### src/rtl/q2_sequencer_if.sv
// Q2 sequencer bus: opcode/front-panel inputs and datapath strobes.
// The master side is the sequencer; the slave side is the datapath/panel.
interface q2_sequencer_if;
    // Inputs to the sequencer
    logic [4:0] op;
    logic       dbus6;
    logic       f;
    logic       alu_cout;
    logic       mem_ready;
    logic       cont;
    logic       step_mode;
    logic       dep_sw;
    logic       incp_db;

    // Outputs from the sequencer
    logic [2:0] state;
    logic       rdp;
    logic       rdx;
    logic       rda;
    logic       rdm;
    logic       wro;
    logic       wra;
    logic       wrx;
    logic       wrp;
    logic       wrm;
    logic       wrf;
    logic       incp_clk;
    logic       xhin_shift;
    logic       xhin_p;
    logic       xhin_zero;
    logic       xhin_dbus;
    logic       xlin_shift;
    logic       xlin_dbus;
    logic       fout;
    logic       halt;

    modport master (
        input  op, dbus6, f, alu_cout, mem_ready, cont, step_mode, dep_sw, incp_db,
        output state, rdp, rdx, rda, rdm, wro, wra, wrx, wrp, wrm, wrf, incp_clk,
        output xhin_shift, xhin_p, xhin_zero, xhin_dbus, xlin_shift, xlin_dbus, fout, halt
    );

    modport slave (
        output op, dbus6, f, alu_cout, mem_ready, cont, step_mode, dep_sw, incp_db,
        input  state, rdp, rdx, rda, rdm, wro, wra, wrx, wrp, wrm, wrf, incp_clk,
        input  xhin_shift, xhin_p, xhin_zero, xhin_dbus, xlin_shift, xlin_dbus, fout, halt
    );
endinterface

### src/rtl/q2_sequencer.sv
// Q2 control unit: instruction state register, strobe decode, bit-serial ALU
// counter, memory-ready wait and halt/continue/single-step front panel.
// All strobes are combinational from the state register and current inputs.
module q2_sequencer #(
    parameter int unsigned WIDTH        = 12,
    parameter int unsigned CNT_W        = 4,
    parameter bit          RESET_HALTED = 1'b1
) (
    input logic            clk,
    input logic            rst_n,
    q2_sequencer_if.master bus
);

    typedef enum logic [2:0] {
        StFetch  = 3'd0,
        StDecode = 3'd1,
        StLoad   = 3'd2,
        StDeref  = 3'd3,
        StExec   = 3'd4,
        StAlu    = 3'd5,
        StHalt   = 3'd6
    } state_e;

    localparam state_e           ResetState = RESET_HALTED ? StHalt : StFetch;
    // Loaded on ALU entry; the ALU state runs while counting down to zero inclusive.
    localparam logic [CNT_W-1:0] CntLoad    = CNT_W'(WIDTH - 1);

    state_e           state_q;
    logic [CNT_W-1:0] cnt_q;

    // Local copies of the strobes, driven by the decode block below
    logic rdp, rda, rdm;
    logic wro, wra, wrx, wrp, wrm, wrf, incp_clk;
    logic xhin_shift, xhin_p, xhin_zero, xhin_dbus, xlin_shift, xlin_dbus;
    logic fout, halt;

    // Exec-state strobe terms, shared by decode and next-state logic
    logic exec_alu;
    logic exec_halt;
    logic jump_taken;
    logic store_op;

    assign exec_alu   = ~bus.op[4];
    assign exec_halt  = bus.op[4] & ~bus.op[3] & bus.op[2];
    assign jump_taken = bus.op[4] & bus.op[3] & ~(bus.op[2] & bus.f);
    assign store_op   = bus.op[4] & ~bus.op[3] & ~bus.op[2];

    // Instruction state register and serial ALU bit counter
    always_ff @(posedge clk or negedge rst_n) begin
        if (!rst_n) begin
            state_q <= ResetState;
            cnt_q   <= '0;
        end else begin
            unique case (state_q)
                StFetch: begin
                    if (bus.mem_ready) begin
                        state_q <= StDecode;
                    end
                end
                StDecode: begin
                    // op is only valid here, one cycle after the wro edge
                    if (bus.op[1]) begin
                        state_q <= StLoad;
                    end else if (bus.op[0]) begin
                        state_q <= StDeref;
                    end else begin
                        state_q <= StExec;
                    end
                end
                StLoad: begin
                    if (bus.mem_ready) begin
                        if (bus.op[0]) begin
                            state_q <= StDeref;
                        end else begin
                            state_q <= StExec;
                        end
                    end
                end
                StDeref: begin
                    if (bus.mem_ready) begin
                        state_q <= StExec;
                    end
                end
                StExec: begin
                    if (bus.mem_ready) begin
                        if (exec_alu) begin
                            state_q <= StAlu;
                            cnt_q   <= CntLoad;
                        end else if (exec_halt || bus.step_mode) begin
                            state_q <= StHalt;
                        end else begin
                            state_q <= StFetch;
                        end
                    end
                end
                StAlu: begin
                    // ALU cycles do not touch memory, so mem_ready is ignored
                    if (cnt_q == '0) begin
                        if (bus.step_mode) begin
                            state_q <= StHalt;
                        end else begin
                            state_q <= StFetch;
                        end
                    end else begin
                        cnt_q <= cnt_q - 1'b1;
                    end
                end
                StHalt: begin
                    if (bus.cont) begin
                        state_q <= StFetch;
                    end
                end
                default: begin
                    // Unused encoding: park safely in HALT
                    state_q <= StHalt;
                end
            endcase
        end
    end

    // Datapath strobe decode from current state and inputs
    always_comb begin
        rdp        = 1'b0;
        rda        = 1'b0;
        rdm        = 1'b1;
        wro        = 1'b0;
        wra        = 1'b0;
        wrx        = 1'b0;
        wrp        = 1'b0;
        wrm        = 1'b0;
        wrf        = 1'b0;
        incp_clk   = 1'b0;
        xhin_shift = 1'b0;
        xhin_p     = 1'b0;
        xhin_zero  = 1'b0;
        xhin_dbus  = 1'b0;
        xlin_shift = 1'b0;
        xlin_dbus  = 1'b1;
        fout       = 1'b0;
        halt       = 1'b0;

        unique case (state_q)
            StFetch: begin
                rdp       = 1'b1;
                xhin_p    = ~bus.dbus6;
                xhin_zero = bus.dbus6;
                wro       = bus.mem_ready;
                incp_clk  = bus.mem_ready;
            end
            StDecode: begin
            end
            StLoad, StDeref: begin
                xhin_dbus = 1'b1;
                wrx       = bus.mem_ready;
            end
            StExec: begin
                rda  = 1'b1;
                rdm  = 1'b0;
                fout = ~bus.op[3];
                if (bus.mem_ready) begin
                    wrf = exec_alu;
                    wrp = jump_taken;
                    wrm = store_op;
                end
            end
            StAlu: begin
                xhin_shift = 1'b1;
                xlin_shift = 1'b1;
                xlin_dbus  = 1'b0;
                wra        = 1'b1;
                wrx        = 1'b1;
                wrf        = 1'b1;
                fout       = bus.alu_cout;
            end
            StHalt: begin
                halt     = 1'b1;
                wrm      = bus.dep_sw;
                incp_clk = bus.incp_db;
            end
            default: begin
            end
        endcase
    end

    assign bus.state      = state_q;
    assign bus.rdp        = rdp;
    assign bus.rdx        = ~rdp;
    assign bus.rda        = rda;
    assign bus.rdm        = rdm;
    assign bus.wro        = wro;
    assign bus.wra        = wra;
    assign bus.wrx        = wrx;
    assign bus.wrp        = wrp;
    assign bus.wrm        = wrm;
    assign bus.wrf        = wrf;
    assign bus.incp_clk   = incp_clk;
    assign bus.xhin_shift = xhin_shift;
    assign bus.xhin_p     = xhin_p;
    assign bus.xhin_zero  = xhin_zero;
    assign bus.xhin_dbus  = xhin_dbus;
    assign bus.xlin_shift = xlin_shift;
    assign bus.xlin_dbus  = xlin_dbus;
    assign bus.fout       = fout;
    assign bus.halt       = halt;

endmodule

### src/flat_wrapper.sv
// flat-port wrapper written by rule: the top's interface ports become plain ports
module q2_sequencer_flat 
#(
    parameter int unsigned WIDTH        = 12,
    parameter int unsigned CNT_W        = 4,
    parameter bit          RESET_HALTED = 1'b1
)
  (clk, rst_n, bus_op, bus_dbus6, bus_f, bus_alu_cout, bus_mem_ready, bus_cont, bus_step_mode, bus_dep_sw, bus_incp_db, bus_state, bus_rdp, bus_rdx, bus_rda, bus_rdm, bus_wro, bus_wra, bus_wrx, bus_wrp, bus_wrm, bus_wrf, bus_incp_clk, bus_xhin_shift, bus_xhin_p, bus_xhin_zero, bus_xhin_dbus, bus_xlin_shift, bus_xlin_dbus, bus_fout, bus_halt);
  q2_sequencer_if bus_i ();
  input logic clk;
  input logic rst_n;
  input wire logic [$bits(bus_i.op)-1:0] bus_op;
  input wire logic [$bits(bus_i.dbus6)-1:0] bus_dbus6;
  input wire logic [$bits(bus_i.f)-1:0] bus_f;
  input wire logic [$bits(bus_i.alu_cout)-1:0] bus_alu_cout;
  input wire logic [$bits(bus_i.mem_ready)-1:0] bus_mem_ready;
  input wire logic [$bits(bus_i.cont)-1:0] bus_cont;
  input wire logic [$bits(bus_i.step_mode)-1:0] bus_step_mode;
  input wire logic [$bits(bus_i.dep_sw)-1:0] bus_dep_sw;
  input wire logic [$bits(bus_i.incp_db)-1:0] bus_incp_db;
  output wire logic [$bits(bus_i.state)-1:0] bus_state;
  output wire logic [$bits(bus_i.rdp)-1:0] bus_rdp;
  output wire logic [$bits(bus_i.rdx)-1:0] bus_rdx;
  output wire logic [$bits(bus_i.rda)-1:0] bus_rda;
  output wire logic [$bits(bus_i.rdm)-1:0] bus_rdm;
  output wire logic [$bits(bus_i.wro)-1:0] bus_wro;
  output wire logic [$bits(bus_i.wra)-1:0] bus_wra;
  output wire logic [$bits(bus_i.wrx)-1:0] bus_wrx;
  output wire logic [$bits(bus_i.wrp)-1:0] bus_wrp;
  output wire logic [$bits(bus_i.wrm)-1:0] bus_wrm;
  output wire logic [$bits(bus_i.wrf)-1:0] bus_wrf;
  output wire logic [$bits(bus_i.incp_clk)-1:0] bus_incp_clk;
  output wire logic [$bits(bus_i.xhin_shift)-1:0] bus_xhin_shift;
  output wire logic [$bits(bus_i.xhin_p)-1:0] bus_xhin_p;
  output wire logic [$bits(bus_i.xhin_zero)-1:0] bus_xhin_zero;
  output wire logic [$bits(bus_i.xhin_dbus)-1:0] bus_xhin_dbus;
  output wire logic [$bits(bus_i.xlin_shift)-1:0] bus_xlin_shift;
  output wire logic [$bits(bus_i.xlin_dbus)-1:0] bus_xlin_dbus;
  output wire logic [$bits(bus_i.fout)-1:0] bus_fout;
  output wire logic [$bits(bus_i.halt)-1:0] bus_halt;
  assign bus_i.op = bus_op;
  assign bus_i.dbus6 = bus_dbus6;
  assign bus_i.f = bus_f;
  assign bus_i.alu_cout = bus_alu_cout;
  assign bus_i.mem_ready = bus_mem_ready;
  assign bus_i.cont = bus_cont;
  assign bus_i.step_mode = bus_step_mode;
  assign bus_i.dep_sw = bus_dep_sw;
  assign bus_i.incp_db = bus_incp_db;
  assign bus_state = bus_i.state;
  assign bus_rdp = bus_i.rdp;
  assign bus_rdx = bus_i.rdx;
  assign bus_rda = bus_i.rda;
  assign bus_rdm = bus_i.rdm;
  assign bus_wro = bus_i.wro;
  assign bus_wra = bus_i.wra;
  assign bus_wrx = bus_i.wrx;
  assign bus_wrp = bus_i.wrp;
  assign bus_wrm = bus_i.wrm;
  assign bus_wrf = bus_i.wrf;
  assign bus_incp_clk = bus_i.incp_clk;
  assign bus_xhin_shift = bus_i.xhin_shift;
  assign bus_xhin_p = bus_i.xhin_p;
  assign bus_xhin_zero = bus_i.xhin_zero;
  assign bus_xhin_dbus = bus_i.xhin_dbus;
  assign bus_xlin_shift = bus_i.xlin_shift;
  assign bus_xlin_dbus = bus_i.xlin_dbus;
  assign bus_fout = bus_i.fout;
  assign bus_halt = bus_i.halt;
  q2_sequencer #(.WIDTH(WIDTH), .CNT_W(CNT_W), .RESET_HALTED(RESET_HALTED)) u_core (.clk(clk), .rst_n(rst_n), .bus(bus_i));
endmodule
### config.mk
export PLATFORM = sky130hd
export DESIGN_NAME = q2_sequencer_flat
export DESIGN_NICKNAME = d
export VERILOG_FILES = /design/src/rtl/q2_sequencer_if.sv /design/src/rtl/q2_sequencer.sv /design/src/flat_wrapper.sv
export SDC_FILE = /design/constraint.sdc
export NUM_CORES = 1
export LEC_CHECK = 0
export BUFFER_PORTS_ARGS = -buffer_cell sky130_fd_sc_hd__buf_2
export CAP_MARGIN = 0
export CORE_AREA = 2 2 41 43
export DETAILED_ROUTE_END_ITERATION = 10
export DIE_AREA = 0 0 43 45
export GPL_ROUTABILITY_DRIVEN = 0
export HOLD_SLACK_MARGIN = 0.02
export PLACE_DENSITY = 0.8
export SETUP_SLACK_MARGIN = 0.5
export SYNTH_ARGS = -nofsm -noshare
export SYNTH_HDL_FRONTEND = slang
export SYNTH_SLANG_ARGS = --single-unit
### constraint.sdc
create_clock -name clk -period 4.1 [get_ports clk]
set_clock_uncertainty 0.2 [all_clocks]
set_input_delay 0.41 -clock clk [delete_from_list [all_inputs] [get_ports clk]]
set_output_delay 0.41 -clock clk [all_outputs]
set_load 0.03 [all_outputs]
==> results of run 1 <==
[registers in the layout, summed over array words and instances (netlist names)]
| signal | count |
|---|---|
| u_core.bus.state | 3 |
| u_core.cnt_q | 4 |
[kinds of logic (layout without fill, tap and decap cells)]
kind of cell	count (synthesis)	after routing	synth area share
DFF	7	7	0.273
buffers and inverters	14	50	0.108
AOI/OAI and AO/OA	20	20	0.231
and+or+nand+nor	40	40	0.356
xor gates and xnor gates	1	1	0.0135
adders and majority gates	1	1	0.0192
[through the flow]
stage / total power, mW / utilization
after floorplan: 0.554 / -
after global placement: 0.647 / 0.554
after detailed placement: 0.659 / 0.554
after CTS: 0.720 / 0.578
after global routing: 0.770 / 0.578
final: 0.713 / 0.578
[power breakdown]
group / switching [mW] / leakage [nW] / internal [mW]
Sequential: 0.0653 / 0.0776 / 0.112
Clock: 0.0213 / 0.0150 / 0.0369
Combinational: 0.309 / 0.369 / 0.169
Total: 0.395 / 0.462 / 0.318
[worst reg2reg max path: cells and delay by family, from the launching register on]
family / cells / cell delay (ps)
compound gates: 3 / 660
flops: 1 / 630
simple gates: 1 / 230
[area by class of cell]
| class | count | area (µm²) | area share |
|---|---|---|---|
| flip-flops and latches | 7 | 178 | 0.209 |
| multi-input cells | 62 | 403 | 0.474 |
| clock buffers | 4 | 26.3 | 0.0309 |
| repair buffers | 37 | 190 | 0.224 |
| inverters | 9 | 33.8 | 0.0397 |
| well taps | 16 | 20.0 | 0.0235 |
[final timing paths]
path | end | cells after the start
max | bus_wrm | 6
min | u_core.cnt_q[3]$_DFFE_PN0P_ | 3
max reg2reg | u_core.bus.state[2]$_DFFE_PN1P_ | 4
min reg2reg | u_core.cnt_q[0]$_DFFE_PN0P_ | 1
max in group asynchronous | u_core.bus.state[1]$_DFFE_PN1P_ | 2
min in group asynchronous | u_core.cnt_q[2]$_DFFE_PN0P_ | 2
[Yosys cell counts, drive strengths merged, types with 2 or more instances]
master	count
a21oi	5
and2	4
and2b	2
buf	5
dfrtp	5
dfstp	2
inv	9
nand2	10
nand3	3
nor2	6
nor2b	2
nor3	5
nor3b	2
o21ai	3
o31ai	2
or3	2
[per-layer routing]
metal	share of wire	up-vias	track usage
met1	0.46	322	0.223
met2	0.46	27	0.242
met4	0	0	0.0364
met3	0.083	0	0.0440
li1	-	364	-
met5	0	-	0
[what timing repair did]
item	in CTS	in global routing
hold endpoints to repair	7	0
buffers inserted	0	0
setup endpoints to repair	0	0
hold buffers	1	0
==> results.md, run 1 <==
Drt:
- The number of iterations in the first detailed-routing pass is 4.
- The DRC violation total after the first TritonRoute iteration is 11.
- The detailed router placed 713 vias in this run.
- Using the TritonRoute via totals, the vias-per-cell ratio works out to 5.28.
- The residual DRC count is 0.
- In this run the remaining antenna-violating nets after routing total 0.
- After detailed routing, the average wire length per cell comes to 11.1 µm.
- For this block, the routed nets add up to 1500 µm of wire.

Placed design:
- Port buffering added 36 buffers.
- The area of placed instances is about 800 µm².
- The worst setup slack after placement is 2000 ps.
- In this run, placement finished with an instance count of 130.
- The HPWL after detailed placement is 1250 µm.

Timing:
- In the final timing run, aggregate negative setup slack is 0 ps.
- For the pin with the worst max-slew slack, the measured transition is 372 ps.
- After layout, the minimum clock period comes to 2350 ps.
- The worst hold slack across all endpoints is 293 ps.
- The count of pins over their slew limit was 0.
- Headroom to the max-slew limit came out at 0.752.
- The upper clock frequency limit is between 400 and 500 MHz.
- Setup repair after global routing left no endpoint under its margin.
- Once routing completed, OpenROAD measured the worst setup slack at about 1800 ps.
- The total setup violations reported at the end of the flow is 0.
- The post-route clock period utilization is 0.572.
- The final count of hold timing violations was 0.

Setup path:
- STA classifies the critical path startpoint as a register.
- The number of buffer and inverter instances along the worst setup path is 2.
- The critical-path maximum fanout is 11.
- The worst register-to-register path has a setup slack of around 2300 ps.
- The critical path is of the register to output pin type.
- The delay of the slowest critical-path stage is 500 ps.
- The worst register-to-register path begins at u_core.bus.state[1]$_DFFE_PN1P_.
- The standard cell with the maximum stage delay on the critical path is dfrtp_1.
- At the worst endpoint, the required time is approximately 3500 ps.
- The critical path goes through nor2_1, nand2_1, inv_2, nand3_1, o31ai_1, buf_2.
- The critical path data arrival time is 1740 ps.
- Among cell families on the critical path, the largest total delay comes from flip-flops.
- The endpoint kind of the worst setup timing path is an output pin.
- The beginning of the critical path is u_core.bus.state[0]$_DFFE_PN0P_.

Cells and area:
- In the layout the commonest cells are buf_2 (36), nand2_1 (10), inv_1 (8).
- The layout cell share with drive strength beyond 1 is 0.412.
- The most common library cell in the layout ignoring fill and taps is buf_2.
- The filler cell count is 145.
- The diode insertion count for antenna repair is 0.
- The post-route non-filler standard cell count is 135.
- With fillers left out, the area of the finished cells amounts to about 850 µm².
- The area growth from synthesis to final layout is 30.8%.
- The count of nets after finishing is between 100 and 150.

Clocking:
- At the later pin of the worst-skew pair, clock insertion delay measures 240 ps.
- The number of H-tree branching levels is 1.
- Counting along the longest clock path gives a buffer depth of 2.
- TritonCTS created 3 clock buffers.
- The root cell of the clock tree is clkbuf_4.
- The clock net in this run drives a total of 7 sinks.
- The clock-pin slew on the worst setup and hold paths is 50 ps.
- TritonCTS built the clock tree.
- The number of gates resized after CTS was 0.

Synthesis:
- The Yosys step of the flow raised 0 warnings.
- The synthesis-stage register bit count is 7.
- dfrtp_1 takes more of the synthesized area than any other cell.
- After synthesis, the netlist uses 38 different library cells.
- The portion of the post-synthesis area used by sequential elements is 0.273.
- By area the synthesized netlist is led by dfrtp_1 (19%), dfstp_2 (8.1%), nand2_1 (5.8%), inv_1 (4.6%), and2_1 (3.8%).
- Summing every instance area after synthesis gives between 600 and 700 µm².
- In the synthesized netlist the dominant register cell turns out to be dfrtp_1.
- Counting flops with an async set or reset pin after synthesis yields a share of 1.00.
- The gate count of the mapped netlist is 83.
- The post-synthesis area per instance is 7.84 µm².
- The post-synthesis net count is 99.
- The share of synthesized area in the top cell type comes to 0.192.
- The number of flops mapped to enable cells by yosys is 0.

Global routing:
- The number of global-route vias before repair is 576.
- In the global route stage, overall resource usage came out at 0.158.
- The total overflow left after global routing is 0.
- The initial antenna violation count is 0.
- The first global-routing pass estimated 2380 µm of wire.
- Entering global routing, the biggest net connects 15 pins.

Flow run:
- Max-cap violations in this run came to 0.

Power and ir drop:
- The analysis attributes to cell leakage a power of 0.462 nW.
- The peak supply drop is 493 µV.
- In this run the power density over the cells is about 840 mW/mm².

Floorplanning:
- The die covers 0.00194 mm².
- The area of the core is approximately 0.0015 mm².
- The floorplan step set the die height to 45 µm.
- The I/O pin count is 37.
- The count of standard-cell rows is 14.
- The horizontal die dimension is between 40 and 50 µm.
- The effective utilization at floorplan is 0.442.

Min path:
- The startpoint of the worst hold path is bus_mem_ready.
- In this run the worst hold path is classified as input pin to register.

Status:
- The flow ran to the end, and the final reports show no timing, DRC or antenna violations.
Note: power is estimated with default switching activity, not from simulation.
==> run 2: changes to the inputs <==
Settings changed: CORE_AREA 2 2 41 43 to 2 2 45 47, DIE_AREA 0 0 43 45 to 0 0 47 49, PLACE_DENSITY 0.8 to 0.7.
Clock period 4.1 ns to 2.1 ns, I/O delays scaled along.
==> results.md, run 2 (synthesis results as in run 1) <==
Status:
- The run finished with clean final reports.

Timing:
- The relative slew slack is 0.740 (-0.0114).
- Setup repair after global routing could not meet its margin everywhere.
- The post-route clock period utilization is 0.925.
- The worst hold slack across all endpoints is 123 ps (-170 ps).
- The upper clock frequency limit is 515 MHz.
- The slew at the pin with the worst max-slew slack is 386 ps (+13.8 ps).
- The final worst slack is 157 ps (-1600 ps).
- The setup TNS is 0 ps (unchanged).
- The count of pins over their slew limit is 0 (unchanged).
- For the finished layout, the period the worst path requires is 1940 ps.
- The total setup violations reported at the end of the flow is 0 (unchanged).
- The final count of hold timing violations was 0 (unchanged).

Setup path:
- The critical-path maximum fanout was 7 (-4).
- The delay of the slowest critical-path stage came to 690 ps (+190 ps).
- The signal on the critical path passes through and2_4, and2_4, nand2_4, o31ai_4, buf_6.
- The critical path data arrival time came to 1530 ps (-210 ps).
- The launching point of the worst reg2reg path is u_core.bus.state[1]$_DFFE_PN1P_.
- The gate family responsible for the most delay along the worst path is flip-flops.
- The worst endpoint required time is 1690 ps (-1800 ps).
- The type of the setup path with the least slack is register to output pin.
- The most critical setup path has its startpoint at u_core.bus.state[2]$_DFFE_PN1P_.
- The slowest stage of the critical path is the dfstp_4 cell.
- The dominant cell type by count on the critical path is and2_4.
- The category of the worst setup path launch point is a register.
- The endpoint kind of the worst setup timing path is an output pin.
- The number of buffer and inverter instances along the worst setup path is 1 (-1).

Clocking:
- The cell sitting at the root of the clock tree is a clkbuf_4.
- TritonCTS built the clock tree.
- The clock latency on the worst-skew pair came to 250 ps (about the same).
- The number of buffers added by the clock tree synthesis step is 3 (unchanged).
- The clock net sink count is 7 (unchanged).
- The number of H-tree branching levels came to 1 (unchanged).
- The largest buffer count on any clock path is 2 (unchanged).
- The clock-pin slew on the worst setup and hold paths is 50 ps (about the same).

Drt:
- The overall via count from detail_route is 951 (+33%).
- The number of iterations in the first detailed-routing pass is 4 (unchanged).
- The residual DRC count is 0 (unchanged).
- The number of routed nets with antenna violations is 0 (unchanged).
- The DRC violation total after the first TritonRoute iteration came to 11 (unchanged).
- The wire length per cell after detailed routing is 17.5 µm (+57%).
- The final wirelength came to 3060 µm (+100%).
- The per-cell via count in the routed design is 5.43 (+2.9%).

Floorplanning:
- The area of the core came to 0.00184 mm² (+25%).
- The horizontal die dimension is 47 µm (+9.3%).
- The I/O pin count was 37 (unchanged).
- The count of standard-cell rows was 16 (+2).
- The height of the chip is 49 µm (+8.9%).
- The effective utilization at floorplan is 0.353 (-0.0889).
- The total die area is 0.00230 mm² (+19%).

Cells and area:
- The layout cell share with drive strength beyond 1 is 0.723 (+0.311).
- The count of nets after finishing is 165 (+21%).
- The footprint of the flip-flops and latches is 183 µm² (+2.8%).
- Counting flops per register, the top entry is u_core.cnt_q.
- The filler cell count is 107 (-26%).
- Leaving out fill and tap cells, the most frequent cells in the layout are buf_6 (26), buf_4 (19), buf_2 (15).
- The diode insertion count for antenna repair was 0 (unchanged).
- The most common library cell in the layout ignoring fill and taps is buf_6.
- The area of the multi-input gates is 624 µm² (+55%).
- The flip-flop count of the largest register, all copies and words added is 4 (unchanged).
- Relative to the synthesized area, the layout overhead comes to 131%.

Power and ir drop:
- The power consumption is 2.46 mW (+250%).
- The peak supply drop is 1060 µV (+110%).
- The cell area power density is 1640 mW/mm² (+95%).
- The reported leakage power came to 0.706 nW (+53%).

Global routing:
- The number of global-route vias before repair is 899 (+56%).
- The largest net degree at the start of global routing is 8 (-7).
- The aggregate global-route resource usage was 0.237 (+0.0798).
- The total congestion overflow after global routing is 0 (unchanged).
- The first-pass GRT wire length is 3980 µm (+67%).
- The initial antenna violation count is 0 (unchanged).

Placed design:
- The placed wire-length estimate came to 1330 µm (+6.2%).
- The worst setup slack after placement was 217 ps (-1780 ps).
- The quantity of I/O buffers inserted on ports came to 36 (unchanged).

Flow run:
- The number of max-cap violations was 0 (unchanged).

Min path:
- The class of the tightest hold or removal check is input pin to asynchronous set/reset pin.
[run 2: cell types whose count changed in the layout (fill, tap and decap cells not counted), moves of 3 or more]
cell	delta
and2_1	-4
and2_4	+4
buf_2	-21
buf_4	+19
buf_6	+26
nand2_1	-3
nor2_1	-4
nor2_4	+3
nor3_1	-4
[run 2: worst paths after layout]
check	to	slack, ps	cells past startpoint
max in group asynchronous	u_core.bus.state[1]$_DFFE_PN1P_	1350	2
worst max-delay path	bus_wrm	160	5
worst min-delay path	u_core.cnt_q[2]$_DFFE_PN0P_	120	2
worst min register to register	u_core.cnt_q[3]$_DFFE_PN0P_	380	2
min in group clk	u_core.bus.state[2]$_DFFE_PN1P_	230	4
worst max register to register	u_core.cnt_q[0]$_DFFE_PN0P_	210	9
[run 2: what timing repair did]
action	in CTS	in global routing
hold endpoints to repair	7	0
hold buffers	1	0
cloned	1	0
gates resized for setup	57	21
endpoints found under the setup margin	28	28
setup buffers	18	9
pin swaps	15	13
[run 2: report_power, final]
group | internal, mW | leakage (nW) | switching [mW]
clock network | 0.0725 | 0.0150 | 0.0485
registers | 0.228 | 0.0768 | 0.131
logic | 0.973 | 0.615 | 1.01
[run 2: final cells by class]
cell class	instances	area share
multi-input cells	63	0.415
repair buffers	65	0.393
flip-flops and latches	7	0.121
inverters	9	0.0308
well taps	27	0.0225
clock buffers	4	0.0175
[run 2: routing by layer]
metal	GRT usage	routed length, µm	vias to the layer above
met5	0	0	-
met4	0.153	144	0
met3	0.0481	168	12
met2	0.404	1660	58
met1	0.248	1090	453
li1	-	-	428
[run 2: worst register-to-register path, delay by kind of cell, from the launching register on]
family                 cells  cell delay, ps
AND/OR/NAND/NOR            4             490
AO/OA/AOI/OAI              1              50
flip-flops                 1             610
buffers and inverters      4             430
[run 2: per-stage QoR]
step,instance area [µm²],std cells,utilization
finish,1500,175,0.817
global route,1500,175,0.817
CTS,1370,166,0.742
detailed placement,938,142,0.510
global placement,938,142,0.510
floorplan,762,83,-
==> run 3: changes to the inputs <==
Settings changed: CORE_AREA 2 2 45 47 to 2 2 43 45, DIE_AREA 0 0 47 49 to 0 0 45 47, PLACE_DENSITY 0.7 to 0.73.
Clock period 2.1 ns to 1.9 ns, I/O delays scaled along.
==> results.md, run 3 (synthesis results as in run 1) <==
Setup path:
- The worst endpoint required time came to 1510 ps (-180 ps).
- The worst setup path is of the register to output pin kind.
- Among all stages on the critical path, the largest delay is contributed by dfstp_2.
- The critical-path maximum fanout is 6 (-1).
- The worst setup path is captured at an output pin.
- The path depth of the worst reg2reg path was 6 (-3).
- Walking the worst path, the cells encountered are buf_6, nor2_4, nand2_4, inv_8, nand3_4, o31ai_4, buf_6.
- The number of buffer and inverter instances along the worst setup path came to 3 (+2).
- The delay of the slowest critical-path stage is 400 ps (-290 ps).
- The critical path data arrival time is 1570 ps (+40 ps).
- The total number of cells along the worst setup path was 7 (+2).
- The endpoint of the most critical register-to-register path is u_core.cnt_q[2]$_DFFE_PN0P_.
- The launching point of the worst reg2reg path is u_core.cnt_q[1]$_DFFE_PN0P_.
- Grouping stages by cell kind, the critical path spends the most delay in flip-flops.
- Among the stages of the critical path, the cell type that occurs most often is buf_6.
- The category of the worst setup path launch point is a register.
- The setup slack of the worst register-to-register path was 60 ps (-150 ps).

Global routing:
- The initial antenna violation count came to 0 (unchanged).
- The number of global-route vias before repair is 862 (-4.1%).
- The total congestion overflow after global routing was 0 (unchanged).
- The first-pass GRT wire length is 3800 µm (-4.7%).
- The largest net degree at the start of global routing came to 9 (+1).
- The aggregate global-route resource usage came to 0.246 (+0.00877).

Power and ir drop:
- The reported leakage power was 0.681 nW (-3.6%).
- The cell area power density was 1840 mW/mm² (+13%).
- The power consumption came to 2.62 mW (+6.5%).
- The peak supply drop is 1300 µV (+22%).

Floorplanning:
- The height of the chip is 47 µm (-4.1%).
- The area of the core is 0.00165 mm² (-10%).
- The total die area is 0.00212 mm² (-8.2%).
- The horizontal die dimension was 45 µm (-4.3%).
- The count of standard-cell rows is 15 (-1).
- The effective utilization at floorplan is 0.394 (+0.0407).
- The I/O pin count is 37 (unchanged).

Timing:
- The relative slew slack is 0.787 (+0.0470).
- The total setup violations reported at the end of the flow is 3 (+3).
- The final count of hold timing violations is 0 (unchanged).
- The post-route clock period utilization is 1.03.
- Setup repair after global routing could not meet its margin everywhere.
- The final worst slack is -56.3 ps (-214 ps).
- The routed design could run at a clock period as short as a little under 2000 ps.
- The upper clock frequency limit is 511 MHz.
- The worst hold slack across all endpoints was 81.6 ps (-41.2 ps).
- The slew at the pin with the worst max-slew slack was 319 ps (-67.2 ps).
- The count of pins over their slew limit is 0 (unchanged).

Drt:
- The number of routed nets with antenna violations is 0 (unchanged).
- The wire length per cell after detailed routing is 18.1 µm (+3.6%).
- The DRC violation total after the first TritonRoute iteration is 32 (+21).
- The final wirelength came to 2990 µm (-2.4%).
- The overall via count from detail_route is 935 (-1.7%).
- The per-cell via count in the routed design came to 5.67 (+4.3%).
- The number of iterations in the first detailed-routing pass was 4 (unchanged).
- The residual DRC count is 0 (unchanged).

Placed design:
- The area of placed instances is 941 µm² (+0.27%).
- The cell total after placement is 134 (-5.6%).
- The placed wire-length estimate was 1450 µm (+9.1%).
- The quantity of I/O buffers inserted on ports came to 36 (unchanged).

Cells and area:
- The final core utilization was 0.861 (+0.0440).
- The post-route non-filler standard cell count is 165 (-5.7%).
- The layout cell share with drive strength beyond 1 was 0.736 (+0.0135).
- The final non-filler cell area came to 0.00142 mm² (-5.5%).
- The count of nets after finishing is 165 (unchanged).
- The flip-flop count of the largest register, all copies and words added is 4 (unchanged).
- The most flop-heavy register is u_core.cnt_q.
- The most common library cell in the layout ignoring fill and taps is buf_6.
- The diode insertion count for antenna repair is 0 (unchanged).
- The area growth from synthesis to final layout is 118%.
- In the layout the commonest cells are buf_6 (27), buf_4 (24), buf_2 (14).

Flow run:
- The number of max-cap violations is 0 (unchanged).

Status:
- The run finished, with violations left.
- The final reports fail on negative setup slack.

Clocking:
- The clock-pin slew on the worst setup and hold paths is 60 ps (about the same).
- The clock net sink count is 7 (unchanged).
- The root cell of the clock tree is clkbuf_4.
- The number of buffers added by the clock tree synthesis step is 3 (unchanged).
- The CTS tree is built.
- The largest buffer count on any clock path is 2 (unchanged).
- The number of H-tree branching levels is 1 (unchanged).
- The clock latency on the worst-skew pair is 260 ps (about the same).

Min path:
- The class of the tightest hold or removal check is input pin to asynchronous set/reset pin.
==> run 3: cell count changes in the layout (fill, tap and decap cells not counted), sizes merged <==
cell,change
nand3b,-1
clkbuf,-1
buf,+1
clkinv,+1
==> run 3: layer usage <==
metal | vias to the layer above | part of all wire | GRT usage
met5 | - | 0 | 0
met4 | 0 | 0.031 | 0.106
met3 | 13 | 0.066 | 0.0308
met2 | 55 | 0.57 | 0.466
met1 | 444 | 0.33 | 0.277
li1 | 423 | - | -
==> run 3: through the flow <==
stage	setup TNS, ps	worst slack, ps
after global placement	0	123
after floorplan	0	11.5
after global routing	-300	-87.2
final	-88.0	-56.3
after CTS	-0.703	-0.703
after detailed placement	0	104
==> run 3: what timing repair did <==
| action | 4_1_cts | 5_1_grt |
|---|---|---|
| hold buffers | 1 | 0 |
| hold endpoints to repair | 7 | 0 |
| gates resized for setup | 59 | 12 |
| pin swaps | 11 | 9 |
| setup endpoints to repair | 29 | 29 |
| setup buffers | 15 | 11 |
==> run 3: how the worst max path moves through the flow <==
stage                                    start                         endpoint  slack (ps)
2_1_floorplan  u_core.bus.state[0]$_DFFE_PN0P_                          bus_wrm          10
3_3_place_gp   u_core.bus.state[1]$_DFFE_PN1P_  u_core.bus.state[2]$_DFFE_PN1P_         120
3_5_place_dp       u_core.cnt_q[0]$_DFFE_PN0P_  u_core.bus.state[2]$_DFFE_PN1P_         100
4_1_cts        u_core.bus.state[1]$_DFFE_PN1P_                          bus_wrm        -0.7
5_1_grt        u_core.bus.state[1]$_DFFE_PN1P_                          bus_wrm         -90
6_report       u_core.bus.state[1]$_DFFE_PN1P_                          bus_wrm         -60
==> run 3: area by class of cell <==
class                   count  area [µm²]
well taps                  17        21.3
inverters                   9        43.8
multi-input cells          62         586
repair buffers             66         564
clock buffers               3        22.5
fillers                    81         230
flip-flops and latches      7         179
clock inverters             1        5.00
==> run 3: report_power, final <==
group          internal, mW  switching (mW)
Clock                0.0774          0.0632
Sequential            0.243           0.121
Combinational          1.03            1.09
